<file path="src/rtl/calc_pkg.sv">
// Shared definitions for the calculator front end: command codes, status
// encodings, keypad map and the keypad FSM state type.
package calc_pkg;

  localparam logic [3:0] CMD_0    = 4'h0;
  localparam logic [3:0] CMD_1    = 4'h1;
  localparam logic [3:0] CMD_2    = 4'h2;
  localparam logic [3:0] CMD_3    = 4'h3;
  localparam logic [3:0] CMD_4    = 4'h4;
  localparam logic [3:0] CMD_5    = 4'h5;
  localparam logic [3:0] CMD_6    = 4'h6;
  localparam logic [3:0] CMD_7    = 4'h7;
  localparam logic [3:0] CMD_8    = 4'h8;
  localparam logic [3:0] CMD_9    = 4'h9;
  localparam logic [3:0] CMD_ADD  = 4'hA;
  localparam logic [3:0] CMD_SUB  = 4'hB;
  localparam logic [3:0] CMD_MUL  = 4'hC;
  localparam logic [3:0] CMD_EQ   = 4'hD;
  localparam logic [3:0] CMD_CLR  = 4'hE;
  localparam logic [3:0] CMD_IDLE = 4'hF;

  localparam logic [1:0] STATUS_READY = 2'b00;
  localparam logic [1:0] STATUS_BUSY  = 2'b01;

  typedef enum logic [1:0] {
    ST_SCAN,
    ST_DEBOUNCE,
    ST_ISSUE,
    ST_RELEASE
  } kp_state_e;

  // pos = {row_idx, col_idx}; the bottom-right key is reserved and maps to idle.
  function automatic logic [3:0] keymap(input logic [3:0] pos);
    logic [3:0] code;
    case (pos)
      4'h0:    code = CMD_1;
      4'h1:    code = CMD_2;
      4'h2:    code = CMD_3;
      4'h3:    code = CMD_ADD;
      4'h4:    code = CMD_4;
      4'h5:    code = CMD_5;
      4'h6:    code = CMD_6;
      4'h7:    code = CMD_SUB;
      4'h8:    code = CMD_7;
      4'h9:    code = CMD_8;
      4'hA:    code = CMD_9;
      4'hB:    code = CMD_MUL;
      4'hC:    code = CMD_CLR;
      4'hD:    code = CMD_0;
      4'hE:    code = CMD_EQ;
      default: code = CMD_IDLE;
    endcase
    return code;
  endfunction

endpackage

</file>
<file path="src/rtl/sync2.sv">
// Two-flop synchroniser for signals arriving asynchronously to clock.
module sync2 #(
  parameter int unsigned      WIDTH     = 1,
  parameter logic [WIDTH-1:0] RESET_VAL = '0
) (
  input  logic             clock,
  input  logic             reset,
  input  logic [WIDTH-1:0] d_i,
  output logic [WIDTH-1:0] q_o
);

  logic [WIDTH-1:0] meta_q;
  logic [WIDTH-1:0] sync_q;

  always_ff @(posedge clock or negedge reset) begin
    if (!reset) begin
      meta_q <= RESET_VAL;
      sync_q <= RESET_VAL;
    end else begin
      meta_q <= d_i;
      sync_q <= meta_q;
    end
  end

  assign q_o = sync_q;

endmodule

</file>
<file path="src/rtl/keypad_cmd_gen.sv">
// 4x4 keypad scanner: synchronises and debounces the rows, then issues one
// single-cycle command per accepted key press, holding off while calc is busy.
module keypad_cmd_gen
  import calc_pkg::*;
#(
  parameter int unsigned SCAN_DIV     = 1000,
  parameter int unsigned DEBOUNCE_CYC = 20000,
  parameter logic [3:0]  IDLE_CODE    = CMD_IDLE,
  parameter logic [1:0]  BUSY_STATUS  = STATUS_BUSY
) (
  input  logic       clock,
  input  logic       reset,
  input  logic [3:0] rows,
  output logic [3:0] cols,
  input  logic [1:0] status,
  output logic [3:0] cmd,
  output logic       key_held
);

  localparam int unsigned SCAN_W = (SCAN_DIV > 1) ? $clog2(SCAN_DIV) : 1;
  localparam int unsigned DEB_W  = (DEBOUNCE_CYC > 1) ? $clog2(DEBOUNCE_CYC) : 1;

  localparam logic [SCAN_W-1:0] SCAN_LAST  = SCAN_W'(SCAN_DIV - 1);
  localparam logic [DEB_W-1:0]  DEB_LAST   = DEB_W'(DEBOUNCE_CYC - 1);
  // Rows only reflect a new column two cycles after it is driven (synchroniser
  // delay), so scan decisions are suppressed until then; needs SCAN_DIV >= 3.
  localparam logic [SCAN_W-1:0] SETTLE_CYC = SCAN_W'(2);

  kp_state_e         state_q;
  logic [1:0]        colIdx_q;
  logic [SCAN_W-1:0] scanCnt_q;
  logic [DEB_W-1:0]  dbCnt_q;
  logic [3:0]        pos_q;
  logic [3:0]        cmd_q;
  logic              keyHeld_q;

  logic [3:0]        rowsSync;
  logic              keySeen;
  logic [1:0]        rowIdx;
  logic [3:0]        scanPos;
  logic              settled;
  logic [DEB_W-1:0]  dbInc;
  logic [3:0]        issueCode;

  sync2 #(
    .WIDTH    (4),
    .RESET_VAL(4'hF)
  ) u_rowSync (
    .clock(clock),
    .reset(reset),
    .d_i  (rows),
    .q_o  (rowsSync)
  );

  // Exactly one low row is a key; none or several low rows (ghosting) is no key.
  always_comb begin
    keySeen = 1'b1;
    rowIdx  = 2'd0;
    case (rowsSync)
      4'b1110: rowIdx = 2'd0;
      4'b1101: rowIdx = 2'd1;
      4'b1011: rowIdx = 2'd2;
      4'b0111: rowIdx = 2'd3;
      default: keySeen = 1'b0;
    endcase
  end

  assign scanPos   = {rowIdx, colIdx_q};
  assign settled   = (scanCnt_q >= SETTLE_CYC);
  assign dbInc     = dbCnt_q + DEB_W'(1);
  assign issueCode = (keymap(pos_q) == CMD_IDLE) ? IDLE_CODE : keymap(pos_q);

  always_ff @(posedge clock or negedge reset) begin
    if (!reset) begin
      state_q   <= ST_SCAN;
      colIdx_q  <= 2'd0;
      scanCnt_q <= '0;
      dbCnt_q   <= '0;
      pos_q     <= 4'd0;
      cmd_q     <= IDLE_CODE;
      keyHeld_q <= 1'b0;
    end else begin
      cmd_q <= IDLE_CODE;
      unique case (state_q)
        ST_SCAN: begin
          if (keySeen && settled) begin
            pos_q   <= scanPos;
            dbCnt_q <= '0;
            state_q <= ST_DEBOUNCE;
          end else if (scanCnt_q == SCAN_LAST) begin
            scanCnt_q <= '0;
            colIdx_q  <= colIdx_q + 2'd1;
          end else begin
            scanCnt_q <= scanCnt_q + SCAN_W'(1);
          end
        end
        ST_DEBOUNCE: begin
          if (keySeen && (scanPos == pos_q)) begin
            dbCnt_q <= dbInc;
            if (dbInc == DEB_LAST) begin
              state_q   <= ST_ISSUE;
              keyHeld_q <= 1'b1;
            end
          end else begin
            state_q <= ST_SCAN;
          end
        end
        ST_ISSUE: begin
          if (status != BUSY_STATUS) begin
            cmd_q   <= issueCode;
            dbCnt_q <= '0;
            state_q <= ST_RELEASE;
          end
        end
        ST_RELEASE: begin
          if (rowsSync != 4'hF) begin
            dbCnt_q <= '0;
          end else if (dbCnt_q == DEB_LAST) begin
            dbCnt_q   <= '0;
            keyHeld_q <= 1'b0;
            state_q   <= ST_SCAN;
          end else begin
            dbCnt_q <= dbInc;
          end
        end
        default: state_q <= ST_SCAN;
      endcase
    end
  end

  assign cols     = ~(4'b0001 << colIdx_q);
  assign cmd      = cmd_q;
  assign key_held = keyHeld_q;

endmodule

</file>
<file path="config.mk">
export PLATFORM = sky130hd
export DESIGN_NAME = keypad_cmd_gen
export DESIGN_NICKNAME = d
export VERILOG_FILES = /design/src/rtl/calc_pkg.sv /design/src/rtl/sync2.sv /design/src/rtl/keypad_cmd_gen.sv
export SDC_FILE = /design/constraint.sdc
export NUM_CORES = 1
export LEC_CHECK = 0
export ABC_AREA = 0
export CAP_MARGIN = 20
export CORE_UTILIZATION = 64
export DETAILED_ROUTE_END_ITERATION = 10
export MAX_ROUTING_LAYER = met4
export PLACE_DENSITY_LB_ADDON = 0.2
export SLEW_MARGIN = 40
export SYNTH_ARGS = -nofsm -noshare
export SYNTH_HDL_FRONTEND = slang
export SYNTH_SLANG_ARGS = --single-unit
</file>
<file path="constraint.sdc">
create_clock -name clock -period 3.97 [get_ports clock]
set_input_delay 0.794 -clock clock [delete_from_list [all_inputs] [get_ports clock]]
set_output_delay 0.794 -clock clock [all_outputs]
set_load 0.02 [all_outputs]
</file>
Word level (Yosys, flattened, before mapping) --
Memory sizes are Yosys's and may differ from the RTL's. Index checks and enable logic that the tools add are counted.
Storage, ports and cells: bits in latches 0, bits in writable memories 0, register bits 46, logic and storage cells 74, output and inout bits 9, input bits 8, memories 2, ROM bits 128
Cells by class: shift-type cells 1, div/mod/pow operators 0, mux-type cells 24, magnitude comparators 1, add/sub/neg operators 3, bitwise gates (word level) 2, reductions and logical operators 11, multiply operators 0, equal/unequal tests 21
Memory list:
- (name not given) | depth 16, bits a word 4, rd ports 1, clocked after memory_dff 0, wr ports 0, RTL line calc_pkg.sv:35 | case (pos)
- (name not given) | depth 16, bits a word 4, rd ports 1, clocked after memory_dff 0, wr ports 0, RTL line calc_pkg.sv:35
Operators by type and width (count):
- $mux W15 | 5
- $pmux W15 S4 | 1
- $eq A15 B15 Y1 const B | 2
- $eq A4 B4 Y1 const B | 4
- $add A15 B1 Y15 const B | 1
- $mux W2 | 6
- $mux W4 | 3
- $ne A2 B2 Y1 const B | 6
- $add A10 B1 Y10 const B | 1
- $eq A10 B10 Y1 const B | 1
- $ge A10 B2 Y1 const B | 1
- $mux W10 | 1
- $reduce_and A5 Y1 | 2
- $pmux W2 S4 | 1
- $pmux W2 S3 | 1
- $reduce_and A3 Y1 | 2
- $mux W1 | 5
- $eq A2 B2 Y1 const B | 2
- $eq A4 B3 Y1 const B | 1
- $eq A4 B4 Y1 | 1
- $ne A4 B4 Y1 const B | 1
- $not A4 Y4 | 1
- $reduce_and A2 Y1 | 2
- $reduce_or A4 Y1 | 1
- 10 further kinds | 11

Logic depth before layout (Yosys ltp) --
word-level depth 6, mapped depth 9, depth with buffers taken out 8

By module --
Synthesis repeated with hierarchy kept, for this count alone.
Unflattened totals: cells, all modules 303, area total of the unflattened synthesis 2800.2 um^2
By module, submodules not included:
- keypad_cmd_gen | seq. area each 955.9 um^2, cells each 295, instances 1, area an instance 2590.0 um^2
- sync2 | seq. area each 210.2 um^2, cells each 8, instances 1, area an instance 210.2 um^2

Least setup slack after synthesis --
Ideal clock, no wire load.
path type register to register, start point reg u_rowSync.sync_q[1] (netlist: u_rowSync.q_o[1]), end point reg scanCnt_q[7], arrival 2216 ps, library setup time 77 ps, period minus slack after synthesis 2294 ps, path buffers 2, cell stages (with the launch flop) 9, setup slack 1676 ps, data required time 3893 ps, path through dfstp_2 > clkbuf_1 > nand4b_1 > o211ai_1 > a211o_1 > buf_6 > or3_4 > or3_1 > a21oi_1
Between the ends: longest elaborated chain between the ends 6, elaborated cells on any way between the ends 9, classes of those cells eq/ne: 4; mux: 1; bitwise: 1; reduce/logical: 3
Ends and longest elaborated chain:
- start, declared | RTL line sync2.sv:13 | logic [WIDTH-1:0] sync_q;
- start signal, assigned | RTL line sync2.sv:21 | sync_q <= meta_q;
- $eq A4 B3 Y1 or $eq A4 B4 Y1 (tied branches) | RTL line keypad_cmd_gen.sv:59 | case (rowsSync)
- $reduce_or A4 Y1 (no source line) *
- $mux W1 * | RTL line keypad_cmd_gen.sv:59
- $logic_and A1 B1 Y1 * | RTL line keypad_cmd_gen.sv:86 | if (keySeen && settled) begin
- $not A1 Y1 (no source line) *
- $reduce_and A2 Y1 (no source line) *
- end signal, assigned | RTL line keypad_cmd_gen.sv:94 | scanCnt_q <= scanCnt_q + SCAN_W'(1);
- end, declared | RTL line keypad_cmd_gen.sv:31 | logic [SCAN_W-1:0] scanCnt_q;
Every way passes the cells marked *; elsewhere a longest branch is shown, timed or not. A chain may end at the register's enable or synchronous reset.

Final worst setup path --
start point reg scanCnt_q[0], end point reg scanCnt_q[5]
Between the ends: longest elaborated chain between the ends 4, elaborated cells on any way between the ends 7, classes of those cells add/sub: 1; order compare: 1; eq/ne: 1; mux: 1; bitwise: 1; reduce/logical: 2
Ends and longest elaborated chain:
- $ge A10 B2 Y1 | RTL line keypad_cmd_gen.sv:69 | assign settled = (scanCnt_q >= SETTLE_CYC);
- $logic_and A1 B1 Y1 | RTL line keypad_cmd_gen.sv:86
- $not A1 Y1 (no source line)
- $reduce_and A2 Y1 (no source line)
Several ways; a longest one is shown, not always the timed one.

==> results.md <==
- Status: finished clean
- Crit Path Category: flop to flop
- CTS tree: yes
- Synthesized area per cell: a little over 9 µm²
- Die area: 4620 µm²
- Critical Path RT: approximately 4100 ps
- Residual DRC: 0
- Slew margin rel.: 0.550
- Most common cell after layout, fill and taps aside: nand2_1
- Most frequent cells in the layout: nand2_1, dfrtp_1, o21ai_0
- Iter 0 DRT Violations: between 200 and 250
- Synth top area cells: dfrtp_1, dfstp_2, o21ai_0, ha_1, nand2_1
- Syn Nets: 327
- Asr flop ratio synth: 1.00
- Area Growth Syn to Fin: 8.40%
- Vias in the first global route: 1948
- FP Rows: 23
- Overall Power: between 1000 and 1500 µW
- DRT Pass-1 Iters: 4
- Initial Util: 0.682
- Crit path launch type: flop
- DIE HEIGHT: 68.0 µm
- Critical R2R Launch: scanCnt_q[0]
- Hold WC Path Type: flop to flop
- Slowest-stage cell, CP: nor3_1
- CP Max Fanout: 10
- Largest net degree at the start of global routing: 47
- Setup bufs post-CTS: 0
- Clk Latency, worst-skew pair: 310 ps
- Synthesized area: around 2800 µm²
- Slew at the pin with the worst max-slew slack: 669 ps
- Crit path max-delay family: simple AND/OR/NAND/NOR gates
- Yosys warns: 0
- Unique masters post-synth: 62
- PwrDens: approximately 460 nW/µm²
- GRT Total Usage: 0.272
- Gp weighted congestion: just over 0.9
- Initial antenna violation count: 0
- Vias per std cell: roughly 6.3
- Clock root cell: clkbuf_8
- Sequential area share after synthesis: 0.419
- Critical path data arrival time: 2800 ps
- Post-CTS Hold Fix Bufs: 0
- RR Endpoint: scanCnt_q[5]
- GRT overflow: 0
- CP Cell Sequence: inv_1, ha_1, nor4_1, nand3_2, a211o_1, nor3_1, nand3b_1, o21ai_0
- Layout fillers: between 200 and 300
- Global-route wire length before repair: 9000 µm
- Min-delay src: u_rowSync.meta_q[0]
- Clk slew on worst S/H paths: 100 ps
- # nets final: about 330
- VDD IR max: 0.387 mV
- Via count: between 2000 and 2500
- Fraction of layout instances using a drive strength above 1: 0.102
- Fmax: ~380 MHz
- Final ANT Viol Nets: 0
- Max Cap Violations: 0
- Detailed Place HPWL: 3980 µm
- Minimum clock period: about 2600 ps
- Hold Crit Depth: 0
- Setup Skew: roughly 15 ps
- DRT Wirelength: between 5000 and 6000 µm
- # clock sinks: between 40 and 50
- Final std cells w/o fill: roughly 370
- Leak pwr: between 0.001 and 0.0015 µW
- RSZ-0062 raised after global routing: no
- Crit path buf inv count: 1
- Reg2Reg Depth: 8
- Port Buf Inserts: 16
- Die W: 68.0 µm
- Crit-path max cell delay: 610 ps
- PostCTS Resize Cnt: 0
- Flop2flop setup slack: around 1300 ps
- Sink of the worst hold path: u_rowSync.q_o[0]
- Cell taking the most area after synthesis: dfrtp_1
- Max-slew violations: 0
- Tcrit/Tclk final: 0.662
- Number of flops mapped to enable cells by yosys: 0
- Main flop type after synthesis: dfrtp_1
- Clk buf depth: 2
- Sum of negative setup slack: 0 ps
- Ports: 17
- Synthesized instance count: 307
- Number of diodes: 0
- Crit. End Element: flop
- Core area: between 4000 and 5000 µm²
- Post-synth top area share: 0.305
- Setup violations, final: 0
- Drt wl/cell: 15.1 µm
- Num CTS Buffers: 5
- Dpl cells: roughly 360
- FF+latch count, synth: 46
- H-tree level count: 2
- Fin. Hold Viols: 0
## cell type report
type / instances / area, µm² / area share
clock buffers: 5 / 68.8 / 0.0228
clock inverters: 3 / 40.0 / 0.0133
inverters: 14 / 52.6 / 0.0174
multi-input cells: 231 / 1470 / 0.487
flip-flops and latches: 46 / 1170 / 0.386
well taps: 50 / 62.6 / 0.0207
repair buffers: 16 / 158 / 0.0522
## metrics by stage
step | worst slack (ps) | hold WS [ps] | instance area, µm² | utilization
after floorplan | 1680 | 345 | 2790 | -
after detailed placement | 1390 | 347 | 2910 | 0.712
final | 1340 | 341 | 3020 | 0.739
after global routing | 1180 | 343 | 3020 | 0.739
after CTS | 1370 | 349 | 3020 | 0.739
after global placement | 1460 | 347 | 2910 | 0.712
## routing by layer
layer | up-vias | global-route usage | wire [µm]
met4 | 0 | 0.0807 | 69
met5 | - | - | 0
met2 | 73 | 0.404 | 2510
li1 | 1115 | - | -
met3 | 7 | 0.0517 | 286
met1 | 1087 | 0.376 | 2660
## cell usage after synthesis, drive strengths merged, types with 2 or more instances
| master | count |
|---|---|
| nor3b | 3 |
| nor4 | 5 |
| o31ai | 9 |
| or3 | 7 |
| o211ai | 2 |
| a21boi | 2 |
| nand4b | 2 |
| a211o | 2 |
| xor2 | 6 |
| dfstp | 12 |
| o41ai | 2 |
| nand3 | 19 |
| xnor2 | 6 |
| a31oi | 4 |
| mux2i | 2 |
| a21oi | 12 |
| nand4 | 8 |
| ha | 12 |
| nor2b | 4 |
| or4 | 3 |
| nand2b | 5 |
| nor3 | 8 |
| nand2 | 35 |
| and3 | 2 |
| o21ai | 33 |
| clkbuf | 7 |
| inv | 14 |
| buf | 9 |
| dfrtp | 34 |
| nor2 | 19 |
## worst max path at each step
stage	startpoint	endpoint	slack [ps]	cells past startpoint
final	scanCnt_q[0]	scanCnt_q[5]	1340	8
after floorplan	u_rowSync.q_o[1]	scanCnt_q[7]	1680	8
after global placement	dbCnt_q[1]	dbCnt_q[12]	1460	7
after global routing	scanCnt_q[0]	scanCnt_q[5]	1180	8
after CTS	dbCnt_q[1]	dbCnt_q[12]	1370	7
after detailed placement	dbCnt_q[1]	dbCnt_q[12]	1390	7
## registers in the layout (all words and copies together), names as in the netlist, named ones only
register,count
cmd,4
colIdx_q,2
dbCnt_q,15
key_held,1
pos_q,4
scanCnt_q,10
state_q,1
u_rowSync.meta_q,4
u_rowSync.q_o,4
## report_power, final
part           leakage [µW]  switching, µW  total, µW  internal, µW
combinational      0.000572            208        361           153
sequential         0.000586            129        674           545
clock             0.0000579            164        349           185
total               0.00122            500       1380           884
## cells by family after synthesis
| family | count (synthesis) | share of synthesized area |
|---|---|---|
| and+or+nand+nor | 129 | 0.260 |
| AOI/OAI and AO/OA | 76 | 0.170 |
| DFF | 46 | 0.419 |
| buffers and inverters | 30 | 0.0530 |
| xor gates and xnor gates | 12 | 0.0377 |
| adders and majority gates | 12 | 0.0539 |
| muxes | 2 | 0.00719 |
Power figures use the tool's default switching activity.
